`config.mk`:
```
export PLATFORM = sky130hd
export DESIGN_NAME = shift_register_family
export DESIGN_NICKNAME = d
export VERILOG_FILES = /design/src/rtl/shift_register_pkg.sv /design/src/rtl/shift_register_family_cells.sv /design/src/rtl/shift_register_family_variants.sv /design/src/rtl/shift_register_family.sv
export SDC_FILE = /design/constraint.sdc
export NUM_CORES = 1
export LEC_CHECK = 0
export ABC_AREA = 1
export CAP_MARGIN = 40
export CORE_MARGIN = 2
export CORE_UTILIZATION = 41
export CTS_BUF_LIST = sky130_fd_sc_hd__clkbuf_4 sky130_fd_sc_hd__clkbuf_8
export DETAILED_ROUTE_END_ITERATION = 10
export PLACE_DENSITY = 0.8
export REMOVE_ABC_BUFFERS = 1
export SETUP_SLACK_MARGIN = 0.15
export SLEW_MARGIN = 20
export SYNTH_ARGS = -nofsm -noshare
export SYNTH_HDL_FRONTEND = slang
export SYNTH_SLANG_ARGS = --single-unit
```
`constraint.sdc`:
```
create_clock -name i_clk -period 0.86 [get_ports i_clk]
set_clock_uncertainty 0.1 [all_clocks]
set_input_delay 0.258 -clock i_clk [delete_from_list [all_inputs] [get_ports i_clk]]
set_output_delay 0.258 -clock i_clk [all_outputs]
set_load 0.01 [all_outputs]
```
`src/rtl/shift_register_pkg.sv`:
```
// rtl/shift_register_pkg.sv - shared width and word type for the shift register family
package shift_register_pkg;
    localparam int WIDTH = 8;
    typedef logic [WIDTH-1:0] sr_word_t;
endpackage

```
`src/rtl/shift_register_family_cells.sv`:
```
// rtl/shift_register_family_cells.sv - level-sensitive latch and latch-built master-slave flop
module d_latch (
    input  logic en,
    input  logic d,
    output logic q
);
    always_latch begin
        if (en) begin
            q <= d;
        end
    end
endmodule

module d_flip_flop (
    input  logic clk,
    input  logic rst,
    input  logic d,
    output logic q
);
    logic w_m_en;
    logic w_s_en;
    logic w_m_d;
    logic w_s_d;
    logic w_m_q;

    // Reset opens both latches and feeds them 0, so the clear is immediate.
    assign w_m_en = ~clk | rst;
    assign w_s_en = clk | rst;
    assign w_m_d  = d & ~rst;
    assign w_s_d  = w_m_q & ~rst;

    d_latch u_master (.en(w_m_en), .d(w_m_d), .q(w_m_q));
    d_latch u_slave  (.en(w_s_en), .d(w_s_d), .q(q));
endmodule

```
`src/rtl/shift_register_family_variants.sv`:
```
// rtl/shift_register_family_variants.sv - latch-pair, flop-chain and behavioural SIPO shift registers
module shift_register_d #(
    parameter int WIDTH = shift_register_pkg::WIDTH
) (
    input  logic             clk,
    input  logic             rst,
    input  logic             si,
    output logic [WIDTH-1:0] po,
    output logic             so
);
    logic             w_m_en;
    logic             w_s_en;
    logic [WIDTH-1:0] w_m_d;
    logic [WIDTH-1:0] w_m_q;
    logic [WIDTH-1:0] w_s_d;

    assign w_m_en = ~clk | rst;
    assign w_s_en = clk | rst;
    assign w_m_d  = rst ? '0 : {po[WIDTH-2:0], si};
    assign w_s_d  = rst ? '0 : w_m_q;
    assign so     = po[WIDTH-1];

    for (genvar i = 0; i < WIDTH; i++) begin : g_cell
        d_latch u_master (.en(w_m_en), .d(w_m_d[i]), .q(w_m_q[i]));
        d_latch u_slave  (.en(w_s_en), .d(w_s_d[i]), .q(po[i]));
    end
endmodule

module shift_register_dff #(
    parameter int WIDTH = shift_register_pkg::WIDTH
) (
    input  logic             clk,
    input  logic             rst,
    input  logic             si,
    output logic [WIDTH-1:0] po,
    output logic             so
);
    logic [WIDTH-1:0] w_d;

    assign w_d = {po[WIDTH-2:0], si};
    assign so  = po[WIDTH-1];

    for (genvar i = 0; i < WIDTH; i++) begin : g_ff
        d_flip_flop u_ff (.clk(clk), .rst(rst), .d(w_d[i]), .q(po[i]));
    end
endmodule

module shift_register_always #(
    parameter int WIDTH = shift_register_pkg::WIDTH
) (
    input  logic [WIDTH-1:0] pi,
    input  logic             clk,
    input  logic             rst,
    input  logic             si,
    output logic [WIDTH-1:0] po,
    output logic             so
);
    logic [WIDTH-1:0] r_po;

    // Next state comes from pi, so the integrator closes the loop externally.
    always_ff @(posedge clk or posedge rst) begin
        if (rst) begin
            r_po <= '0;
        end else begin
            r_po <= {pi[WIDTH-2:0], si};
        end
    end

    assign po = r_po;
    assign so = r_po[WIDTH-1];
endmodule

```
`src/rtl/shift_register_family.sv`:
```
// rtl/shift_register_family.sv - the three shift register variants side by side on one serial input
module shift_register_family
    import shift_register_pkg::*;
(
    input  logic             i_clk,
    input  logic             i_rst,
    input  logic             i_si,
    input  logic             i_pi_ovr,
    input  logic [WIDTH-1:0] i_pi,
    output logic [WIDTH-1:0] o_po_d,
    output logic             o_so_d,
    output logic [WIDTH-1:0] o_po_dff,
    output logic             o_so_dff,
    output logic [WIDTH-1:0] o_po_always,
    output logic             o_so_always
);
    sr_word_t w_pi_always;

    // Normally fed back from its own po; i_pi_ovr lets pi be driven directly.
    assign w_pi_always = i_pi_ovr ? i_pi : o_po_always;

    shift_register_d #(.WIDTH(WIDTH)) u_sr_d (
        .clk (i_clk),
        .rst (i_rst),
        .si  (i_si),
        .po  (o_po_d),
        .so  (o_so_d)
    );

    shift_register_dff #(.WIDTH(WIDTH)) u_sr_dff (
        .clk (i_clk),
        .rst (i_rst),
        .si  (i_si),
        .po  (o_po_dff),
        .so  (o_so_dff)
    );

    shift_register_always #(.WIDTH(WIDTH)) u_sr_always (
        .pi  (w_pi_always),
        .clk (i_clk),
        .rst (i_rst),
        .si  (i_si),
        .po  (o_po_always),
        .so  (o_so_always)
    );
endmodule

```
**Word level (Yosys, flattened, before mapping)**

Index checks and enable logic that the tools add are counted.

- Reductions and logical operators: 0
- Divide/modulo/power cells: 0
- Shift-type cells: 0
- Bitwise gates (word level): 20
- Order comparisons: 0
- $mul: 0
- Equality and inequality tests: 0
- Add/subtract/negate cells: 0
- Muxes and demuxes: 37

Operators with widths:

| operator | count |
|---|---|
| two-way mux 1 bit | 34 |
| bitwise AND 1 bit | 16 |
| two-way mux 8 bit | 2 |
| two-way mux 7 bit | 1 |
| inverter 1 bit | 2 |
| bitwise OR 1 bit | 2 |

- Bits of input ports: 12
- Latch bits: 32
- RAM bits: 0
- Word-level logic and storage cells: 90
- Flip-flop bits (word level): 8
- Bits in read-only memories: 0
- Output and inout port bits: 27
- Memories: 0

**Depth between registers and ports, before layout**

Gate-level depths: netlist (run 1).

- Depth after elaboration: 3
- Mapped depth: 4

**Cells and area by module**

A second synthesis (run 1) with hierarchy kept.

- Cells, all modules: 172
- Area, all modules: 1,213.7 um2

By module, submodules not included:

| module | area each (um2) | seq. area each (um2) | instances | cells an instance |
|---|---|---|---|---|
| d_latch | 15.0 | 0.0 | 32 | 1 |
| d_flip_flop | 30.0 | 0.0 | 8 | 8 |
| shift_register_always | 211.5 | 200.2 | 1 | 10 |
| shift_register_d | 168.9 | 0.0 | 1 | 39 |
| shift_register_family | 105.1 | 0.0 | 1 | 26 |
| shift_register_dff | 7.5 | 0.0 | 1 | 1 |

==> results of run 1 <==
## worst paths after layout
kind | cells after the start | startpoint | to | slack [ps]
hold reg to reg | 2 | u_sr_dff.g_ff[3].u_ff.u_master.q | u_sr_dff.g_ff[3].u_ff.u_slave.q | 70
setup / recovery | 2 | u_sr_dff.g_ff[6].u_ff.u_slave.q | o_po_dff[6] | -780
setup reg to reg | 3 | u_sr_dff.g_ff[6].u_ff.u_slave.q | u_sr_d.g_cell[7].u_master.q | -160
min in group gated | 5 | i_rst | clock gate | -80
min in group i_clk | 4 | i_rst | u_sr_d.g_cell[6].u_master.q | -40
max in group gated | 3 | i_rst | clock gate | 0
max in group asynchronous | 6 | i_rst | u_sr_always.po[2] | 600
hold / removal | 6 | i_rst | u_sr_always.po[7] | -80
## logic make-up (layout without fill, tap and decap cells)
family,after synthesis,count (layout),synth area share
buffers and inverters,39,88,0.284
flip-flops,8,8,0.243
latches,16,16,0.292
AND/OR/NAND/NOR,39,39,0.181
## worst max-delay path, cell delays in order (launching register included)
cell     delay [ps]
dlxtp_1           0
dlxtp_1         380
buf_2           140
## final cells by class
class / instances / area, um2
multi-input cells: 39 / 209
inverters: 18 / 67.6
repair buffers: 54 / 442
fillers: 147 / 609
flip-flops and latches: 24 / 440
well taps: 27 / 33.8
clock buffers: 16 / 120
## through the flow
stage	util	setup TNS, ps	area [um2]	hold WS, ps	setup WS (ps)
floorplan	-	-4520	657	-160	-201
global placement	0.572	-27900	1100	244	-806
detailed placement	0.572	-28760	1100	249	-846
CTS	0.650	-19040	1250	-125	-744
global route	0.683	-21090	1310	-84.3	-842
finish	0.683	-18970	1310	-81.8	-777
## timing repair
item / in CTS / in global routing
setup buffers: 8 / 2
hold buffers: 1 / 1
gates resized for setup: 134 / 14
endpoints found under the setup margin: 47 / 50
endpoints found under the hold margin: 12 / 11
pin swaps: 7 / 8
gates cloned: 1 / 0
## routing by layer
layer	wire (um)	part of all wire	global-route usage
met4	80	0.034	0.276
met1	871	0.38	0.207
met2	1200	0.52	0.333
met3	164	0.071	0.144
met5	0	0	0
## cells in the final DEF, fill, tap and decap left out, drive strengths merged
cell type and count:
clkbuf 16, dlxtp 16, dlygate4sd3 1, buf 44
or2 1, clkdlybuf4s50 8, dfrtp 8, dlygate4sd2 1
nor2 16, inv 18, nand2 22
## cell usage after synthesis
cell     instances  area share
inv_2            1      0.0046
buf_2            1      0.0061
dlxtp_1         16        0.29
nor2_1          16       0.073
dfrtp_1          8        0.24
buf_6            1       0.014
inv_1           17       0.078
buf_8            1       0.018
or2_1            1      0.0076
nand2_1         22        0.10
buf_4           18        0.16
## flip-flops by register name, summed over array words and instances, names as in the netlist
register,cells
u_sr_dff.g_ff.u_ff.u_master.q,3
u_sr_d.g_cell.u_slave.q,3
u_sr_d.g_cell.u_master.q,5
u_sr_always.po,8
u_sr_dff.g_ff.u_ff.u_slave.q,5
## where the power goes
group | switching, uW | internal (uW)
Sequential | 24.3 | 677
Clock | 421 | 703
Combinational | 143 | 189
==> qor.yml, run 1 <==
outcome: "complete, but fails checks"
violations: "negative hold slack, negative setup slack"
syn_inst: 102
grt_overflow: 0
period_minus_slack_ps: 1640
worstSkewPairLatency_ps: 630
criticalPathCategory: "latch -> out"
grt_start_max_net_pins: 9
drt_first_iter_violations: 10
start_kind: "latch"
gp_congestion: 0.737
syn_area_per_cell_um2: 8.07
max_cap_violations: 0
die_w_um: 48.8
grt_pass1_wl_um: 3730
synth-seq-cells: 24
power_uw: 2160
layoutNonFillerInstCount: 178
wl_per_cell_um: 13.0
n_antenna_cell: 0
antenna_found_initial: 0
cts_tree: "yes"
design.core.area_um2: 1920
maxSlewViolCount: 0
vias: 782
worst_setup_path_end_kind: "primary output"
dieArea_um2: 2380
numPlacedInstances: 150
syn2layout_area_growth_pct: 59.4
port_buffers: 37
ir_worst_vdd_mv: 1.35
drive_gt1_frac: 0.510
setup_slack_ps: -777
final.period_utilization: 1.90
rsz0062_at_grt: "true"
drt_wl_total_um: 2320
path_max_fanout: 3
critPathRequiredTime_ps: 500
power_density_nw_per_um2: 1640
drc: 0
start_util: 0.428
die_y_um: 48.8
synth_cell_types: 11
rows: 16
grt_usage: 0.234
ant_nets: 0
holdWs_ps: -81.8
worst_slew_pin_slew_ps: 216
cp.arrival_ps: 1280
synthesis.area_um2: 823
fin_nets: 164
detail_route.vias_per_cell: 4.39
path_clk_slew_ps: 70
drt-pass1-iter-count: 4
holdCritPathClass: "in -> async"
p_leak_uw: 0.000709
dp_hpwl_um: 1170
yosys_warnings: 0
slew_headroom: 0.856
fmax_mhz: 611
grt_pass1_vias: 846
hold_viol: 11
ios: 39
setup_viol: 35
Note: power is estimated with default switching activity, not from simulation.
==> run 2: changes to the inputs <==
--- a/config.mk
+++ b/config.mk
@@ -8,12 +8,11 @@
 export ABC_AREA = 1
 export CAP_MARGIN = 40
 export CORE_MARGIN = 2
-export CORE_UTILIZATION = 41
+export CORE_UTILIZATION = 44
 export CTS_BUF_LIST = sky130_fd_sc_hd__clkbuf_4 sky130_fd_sc_hd__clkbuf_8
 export DETAILED_ROUTE_END_ITERATION = 10
-export PLACE_DENSITY = 0.8
+export PLACE_DENSITY = 0.85
 export REMOVE_ABC_BUFFERS = 1
-export SETUP_SLACK_MARGIN = 0.15
 export SLEW_MARGIN = 20
 export SYNTH_ARGS = -nofsm -noshare
 export SYNTH_HDL_FRONTEND = slang
==> constraint.sdc (replaced) <==
create_clock -name i_clk -period 2.1 [get_ports i_clk]
set_clock_uncertainty 0.1 [all_clocks]
set_input_delay 0.63 -clock i_clk [delete_from_list [all_inputs] [get_ports i_clk]]
set_output_delay 0.63 -clock i_clk [all_outputs]
set_load 0.01 [all_outputs]
==> run 2 against run 1 <==
The flow finishes with violations (negative setup slack). Wire length decreased by 15%. Register-to-register slack improved by 160 ps. Flip-flop and latch count unchanged. Cell count decreased by 3.9%. Core utilization increased by 1.5 points.
==> qor.yml, run 2 (synthesized netlist as in run 1, its figures left out) <==
outcome: "complete, but fails checks"
violations: "negative setup slack"
dp_hpwl_um: 1210
drt_wl_total_um: 1970
maxSlewViolCount: 0
ant_nets: 0
slew_headroom: 0.796
max_cap_violations: 0
crit_family: "latches"
holdWs_ps: 25.9
final_cell_mix: "nand2_1, buf_2, inv_1, clkbuf_4, dlxtp_1"
n_antenna_cell: 0
cp.arrival_ps: 1500
largest_register_ffs: 8
drt-pass1-iter-count: 4
layout_commonest_cell: "nand2_1"
fin_nets: 159
path_clk_slew_ps: 50
path_cells: "dlxtp_1 > buf_2"
grt_usage: 0.225
place_area_um2: 1100
port_buffers: 37
worst_slew_pin_slew_ps: 305
setup_slack_ps: -126
setup_viol: 16
die_y_um: 47.3
p_leak_uw: 0.000661
grt_pass1_vias: 754
worst_setup_path_end_kind: "primary output"
drt_first_iter_violations: 15
wl_per_cell_um: 11.5
cts_tree: "yes"
grt_overflow: 0
rsz0062_at_grt: "true"
grt_pass1_wl_um: 3030
worstSkewPairLatency_ps: 590
path_max_fanout: 3
rows: 15
gp_congestion: 0.735
stdcell_area_um2: 1220
antenna_found_initial: 0
syn2layout_area_growth_pct: 47.9
criticalPathCategory: "latch -> out"
nFillCells: 134
hold_viol: 0
drc: 0
final.period_utilization: 1.06
fmax_mhz: 449
vias: 754
dieArea_um2: 2230
grt_start_max_net_pins: 9
ir_worst_vdd_mv: 0.466
period_minus_slack_ps: 2230
ios: 39
timing.critical_path.buf_inv: 1
power_density_nw_per_um2: 680
start_kind: "latch"
critPathSlowestCell: "dlxtp_1"
drive_gt1_frac: 0.363
design.core.area_um2: 1750
holdCritPathClass: "in -> gate"
die_w_um: 47.3
slowest_delay_ps: 380
critPathRequiredTime_ps: 1370
start_util: 0.472
detail_route.vias_per_cell: 4.41
==> run 2: final timing paths <==
check,startpoint,endpoint,slack [ps],cells after the start
max in group asynchronous,i_rst,u_sr_always.po[6],1140,5
worst max register to register,u_sr_dff.g_ff[0].u_ff.u_slave.q,u_sr_d.g_cell[1].u_master.q,0,4
worst max-delay path,u_sr_dff.g_ff[0].u_ff.u_slave.q,o_po_dff[0],-130,2
worst min-delay path,i_rst,clock gate,30,4
min in group asynchronous,i_rst,u_sr_always.po[0],640,5
worst min register to register,u_sr_d.g_cell[1].u_master.q,u_sr_dff.g_ff[1].u_ff.u_slave.q,130,2
min in group i_clk,u_sr_d.g_cell[1].u_master.q,u_sr_dff.g_ff[1].u_ff.u_slave.q,130,2
max in group gated,i_rst,clock gate,340,2
==> run 2: layout make-up <==
cell class	instances	area [um2]	area share
inverters	18	67.6	0.0555
repair buffers	49	374	0.307
multi-input cells	39	184	0.151
clock buffers	16	120	0.0987
well taps	25	31.3	0.0257
flip-flops and latches	24	440	0.362
==> run 2: power breakdown <==
part | switching (uW) | total [uW] | leakage (uW) | internal [uW]
Clock | 163 | 450 | 0.0000768 | 287
Sequential | 7.21 | 284 | 0.000213 | 277
Combinational | 43.7 | 93.5 | 0.000371 | 49.8
Total | 214 | 828 | 0.000661 | 614
==> run 2: stage by stage <==
| stage | instances | util | TNS (ps) | total power [uW] | setup slack [ps] |
|---|---|---|---|---|---|
| 5_1_grt | 171 | 0.697 | -1910 | 885 | -146 |
| 6_report | 171 | 0.697 | -1270 | 828 | -126 |
| 4_1_cts | 171 | 0.685 | -2900 | 845 | -187 |
| 3_3_place_gp | 148 | 0.628 | -10010 | 412 | -546 |
| 3_5_place_dp | 148 | 0.628 | -10390 | 415 | -572 |
| 2_1_floorplan | 81 | - | 0 | 346 | 0 |
==> run 2: layer usage <==
metal | part of all wire | vias up | track usage | wire, um
met3 | 0.085 | 6 | 0.185 | 167
li1 | - | 360 | - | -
met4 | 0.017 | 0 | 0.200 | 34
met1 | 0.39 | 351 | 0.210 | 762
met5 | 0 | - | 0 | 0
met2 | 0.51 | 37 | 0.308 | 1000
==> run 2: timing repair <==
item                                    CTS  global route
hold buffers                              1             0
pin swaps                                 7             1
hold endpoints to repair                  1             0
buffers inserted                          6             1
cloned                                    0             0
gates resized for setup                  93             6
endpoints found under the setup margin   28            18
==> run 2: tightest hold or removal path, cell delays in order <==
cell and delay (ps):
buf_8 80, buf_4 110, dlygate4sd3_1 540, inv_1 50
==> run 3: changes to the inputs <==
--- a/config.mk
+++ b/config.mk
@@ -5,13 +5,13 @@
 export SDC_FILE = /design/constraint.sdc
 export NUM_CORES = 1
 export LEC_CHECK = 0
-export ABC_AREA = 1
+export ABC_AREA = 0
 export CAP_MARGIN = 40
 export CORE_MARGIN = 2
 export CORE_UTILIZATION = 44
 export CTS_BUF_LIST = sky130_fd_sc_hd__clkbuf_4 sky130_fd_sc_hd__clkbuf_8
 export DETAILED_ROUTE_END_ITERATION = 10
-export PLACE_DENSITY = 0.85
+export PLACE_DENSITY = 0.86
 export REMOVE_ABC_BUFFERS = 1
 export SLEW_MARGIN = 20
 export SYNTH_ARGS = -nofsm -noshare
==> constraint.sdc (replaced) <==
create_clock -name i_clk -period 2.1 [get_ports i_clk]
set_clock_uncertainty 0.1 [all_clocks]
set_input_delay 0.42 -clock i_clk [delete_from_list [all_inputs] [get_ports i_clk]]
set_output_delay 0.42 -clock i_clk [all_outputs]
set_load 0.01 [all_outputs]
==> run 3 against run 2 <==
The flow now finishes without violations. Sequential power is essentially flat. First-iteration DRC count is 53% lower. Flip-flop and latch count stayed put. Core utilization decreased by 3.2 points. Synthesized cell count decreased by 31%. Register-to-register slack about the same. Via count shrank 18%. Worst setup slack improved by 130 ps. Combinational power up 5.6%. Sequential share of layout area up 2.2 points. Clock power down 2%.
==> qor.yml, run 3 <==
outcome: "finished, final reports clean"
clkPwrFrac: 0.534
dp_hpwl_um: 1030
synth_area_leaders: "dlxtp_1, dfrtp_1, buf_4"
worst-r2r-cell-count: 3
syn_inst: 70
synth_area_leader_cell: "dlxtp_1"
start_util: 0.466
start_kind: "input pin"
ir_worst_vdd_mv: 0.413
layout_commonest_cell: "buf_2"
drt_wl_total_um: 1670
syn2layout_area_growth_pct: 42.8
worstSkewPairLatency_ps: 600
synth_commonest_cells: "buf_4, dlxtp_1, and2b_1"
synthesis.area_um2: 805
ys_async_sr_fraction: 0.333
n_antenna_cell: 0
pwr-share-seq: 0.346
synth.most_common_cell: "buf_4"
drive_gt1_frac: 0.438
dieArea_um2: 2190
rsz0062_at_grt: "false"
synth-seq-cells: 24
grt_pass1_wl_um: 2600
reg2reg_to: "u_sr_d.g_cell[6].u_master.q"
reg2reg_setup_slack_ps: 0
largest_register_ffs: 8
numPlacedInstances: 115
vias: 617
detail_route.vias_per_cell: 4.50
layoutNonFillerInstCount: 137
cp.arrival_ps: 990
syn_area_per_cell_um2: 11.5
slowest_delay_ps: 260
path_clk_slew_ps: 60
worst_slew_pin_slew_ps: 320
worst_setup_path_end_kind: "latch"
gp_congestion: 0.712
critPathRequiredTime_ps: 990
design.core.area_um2: 1730
synth_cell_types: 10
ios: 39
rows: 15
final_cell_mix: "buf_2, clkdlybuf4s50_1, clkbuf_4, dlxtp_1, and2b_1"
ant_nets: 0
grt_start_max_net_pins: 9
p_sw_uw: 196
setup_viol: 0
drc: 0
fin_nets: 125
critPathSlowestCell: "dlygate4sd2_1"
power_uw: 827
holdCritPathClass: "in -> async"
drt_first_iter_violations: 7
wl_per_cell_um: 12.2
p_leak_uw: 0.000613
port_buffers: 37
p_comb_frac: 0.119
ys.flop_type: "dlxtp_1"
criticalPathCategory: "in -> latch"
grt_usage: 0.204
hold_viol: 0
maxSlewViolCount: 0
reg2reg_from: "u_sr_d.g_cell[5].u_slave.q"
slew_headroom: 0.786
synth_top_area_frac: 0.299
cts_tree: "yes"
antenna_found_initial: 0
die_y_um: 46.8
tns_ps: 0
synth-edff-count: 0
path_max_fanout: 8
p_int_uw: 630
switching_share: 0.238
drt-pass1-iter-count: 4
power_density_nw_per_um2: 720
yosys_warnings: 0
path_cells: "dlygate4sd2_1 > buf_6 > and2b_1"
die_w_um: 46.8
max_cap_violations: 0
grt_pass1_vias: 670
grt_overflow: 0
==> run 3: metal layers <==
metal | up-vias | track usage | wire length (um)
li1 | 284 | - | -
met1 | 285 | 0.163 | 595
met2 | 43 | 0.293 | 878
met3 | 5 | 0.165 | 158
met4 | 0 | 0.217 | 38
met5 | - | 0 | 0
==> run 3: final cells by class <==
cell class	count	area (um2)
clock buffer	16	120
fill	151	578
inverter	1	3.75
multi-input combinational	25	203
sequential	24	440
tap	25	31.3
timing repair buffer	46	350
==> run 3: what timing repair did <==
item / in CTS / in global routing
hold buffers: 1 / 0
endpoints found under the setup margin: 18 / 0
hold endpoints to repair: 1 / 0
buffers inserted: 4 / 0
resized for setup: 74 / 0
==> run 3: cell families (layout without fill, tap and decap cells) <==
family	Yosys count	count (layout)	share of synthesized area
flip-flops	8	8	0.249
buffers and inverters	21	63	0.201
AND/OR/NAND/NOR	18	18	0.154
latches	16	16	0.299
multiplexers	7	7	0.0980
==> run 3: through the flow <==
step | util | worst slack, ps | hold slack, ps | instance area [um2]
after floorplan | - | 0 | -730 | 647
after global placement | 0.620 | -421 | -24.5 | 1070
after detailed placement | 0.620 | -437 | -15.9 | 1070
after CTS | 0.665 | 0 | 96.3 | 1150
after global routing | 0.665 | 0 | 157 | 1150
final | 0.665 | 0 | 146 | 1150
==> run 3: how the worst max path moves through the flow <==
stage / from / endpoint / slack [ps] / cells after the start
floorplan: i_rst / u_sr_d.g_cell[5].u_slave.q / 0 / 1
global placement: i_rst / u_sr_dff.g_ff[2].u_ff.u_slave.q / -420 / 3
detailed placement: i_rst / u_sr_dff.g_ff[1].u_ff.u_slave.q / -440 / 3
CTS: i_rst / u_sr_d.g_cell[5].u_slave.q / 0 / 3
global route: i_rst / u_sr_dff.g_ff[2].u_ff.u_slave.q / 0 / 3
finish: i_rst / u_sr_d.g_cell[5].u_slave.q / 0 / 3
==> run 3: critical path, delay by kind of cell <==
kind,cells,cell delay (ps)
buffers and inverters,2,400
AND/OR/NAND/NOR,1,180
==> run 3: power by group through the flow <==
stage	Combinational, uW	Clock (uW)	Sequential [uW]
floorplan	19.6	31.5	300
global placement	94.6	31.4	291
detailed placement	96.8	31.4	291
CTS	99.3	467	286
global route	106	489	288
finish	98.7	442	286
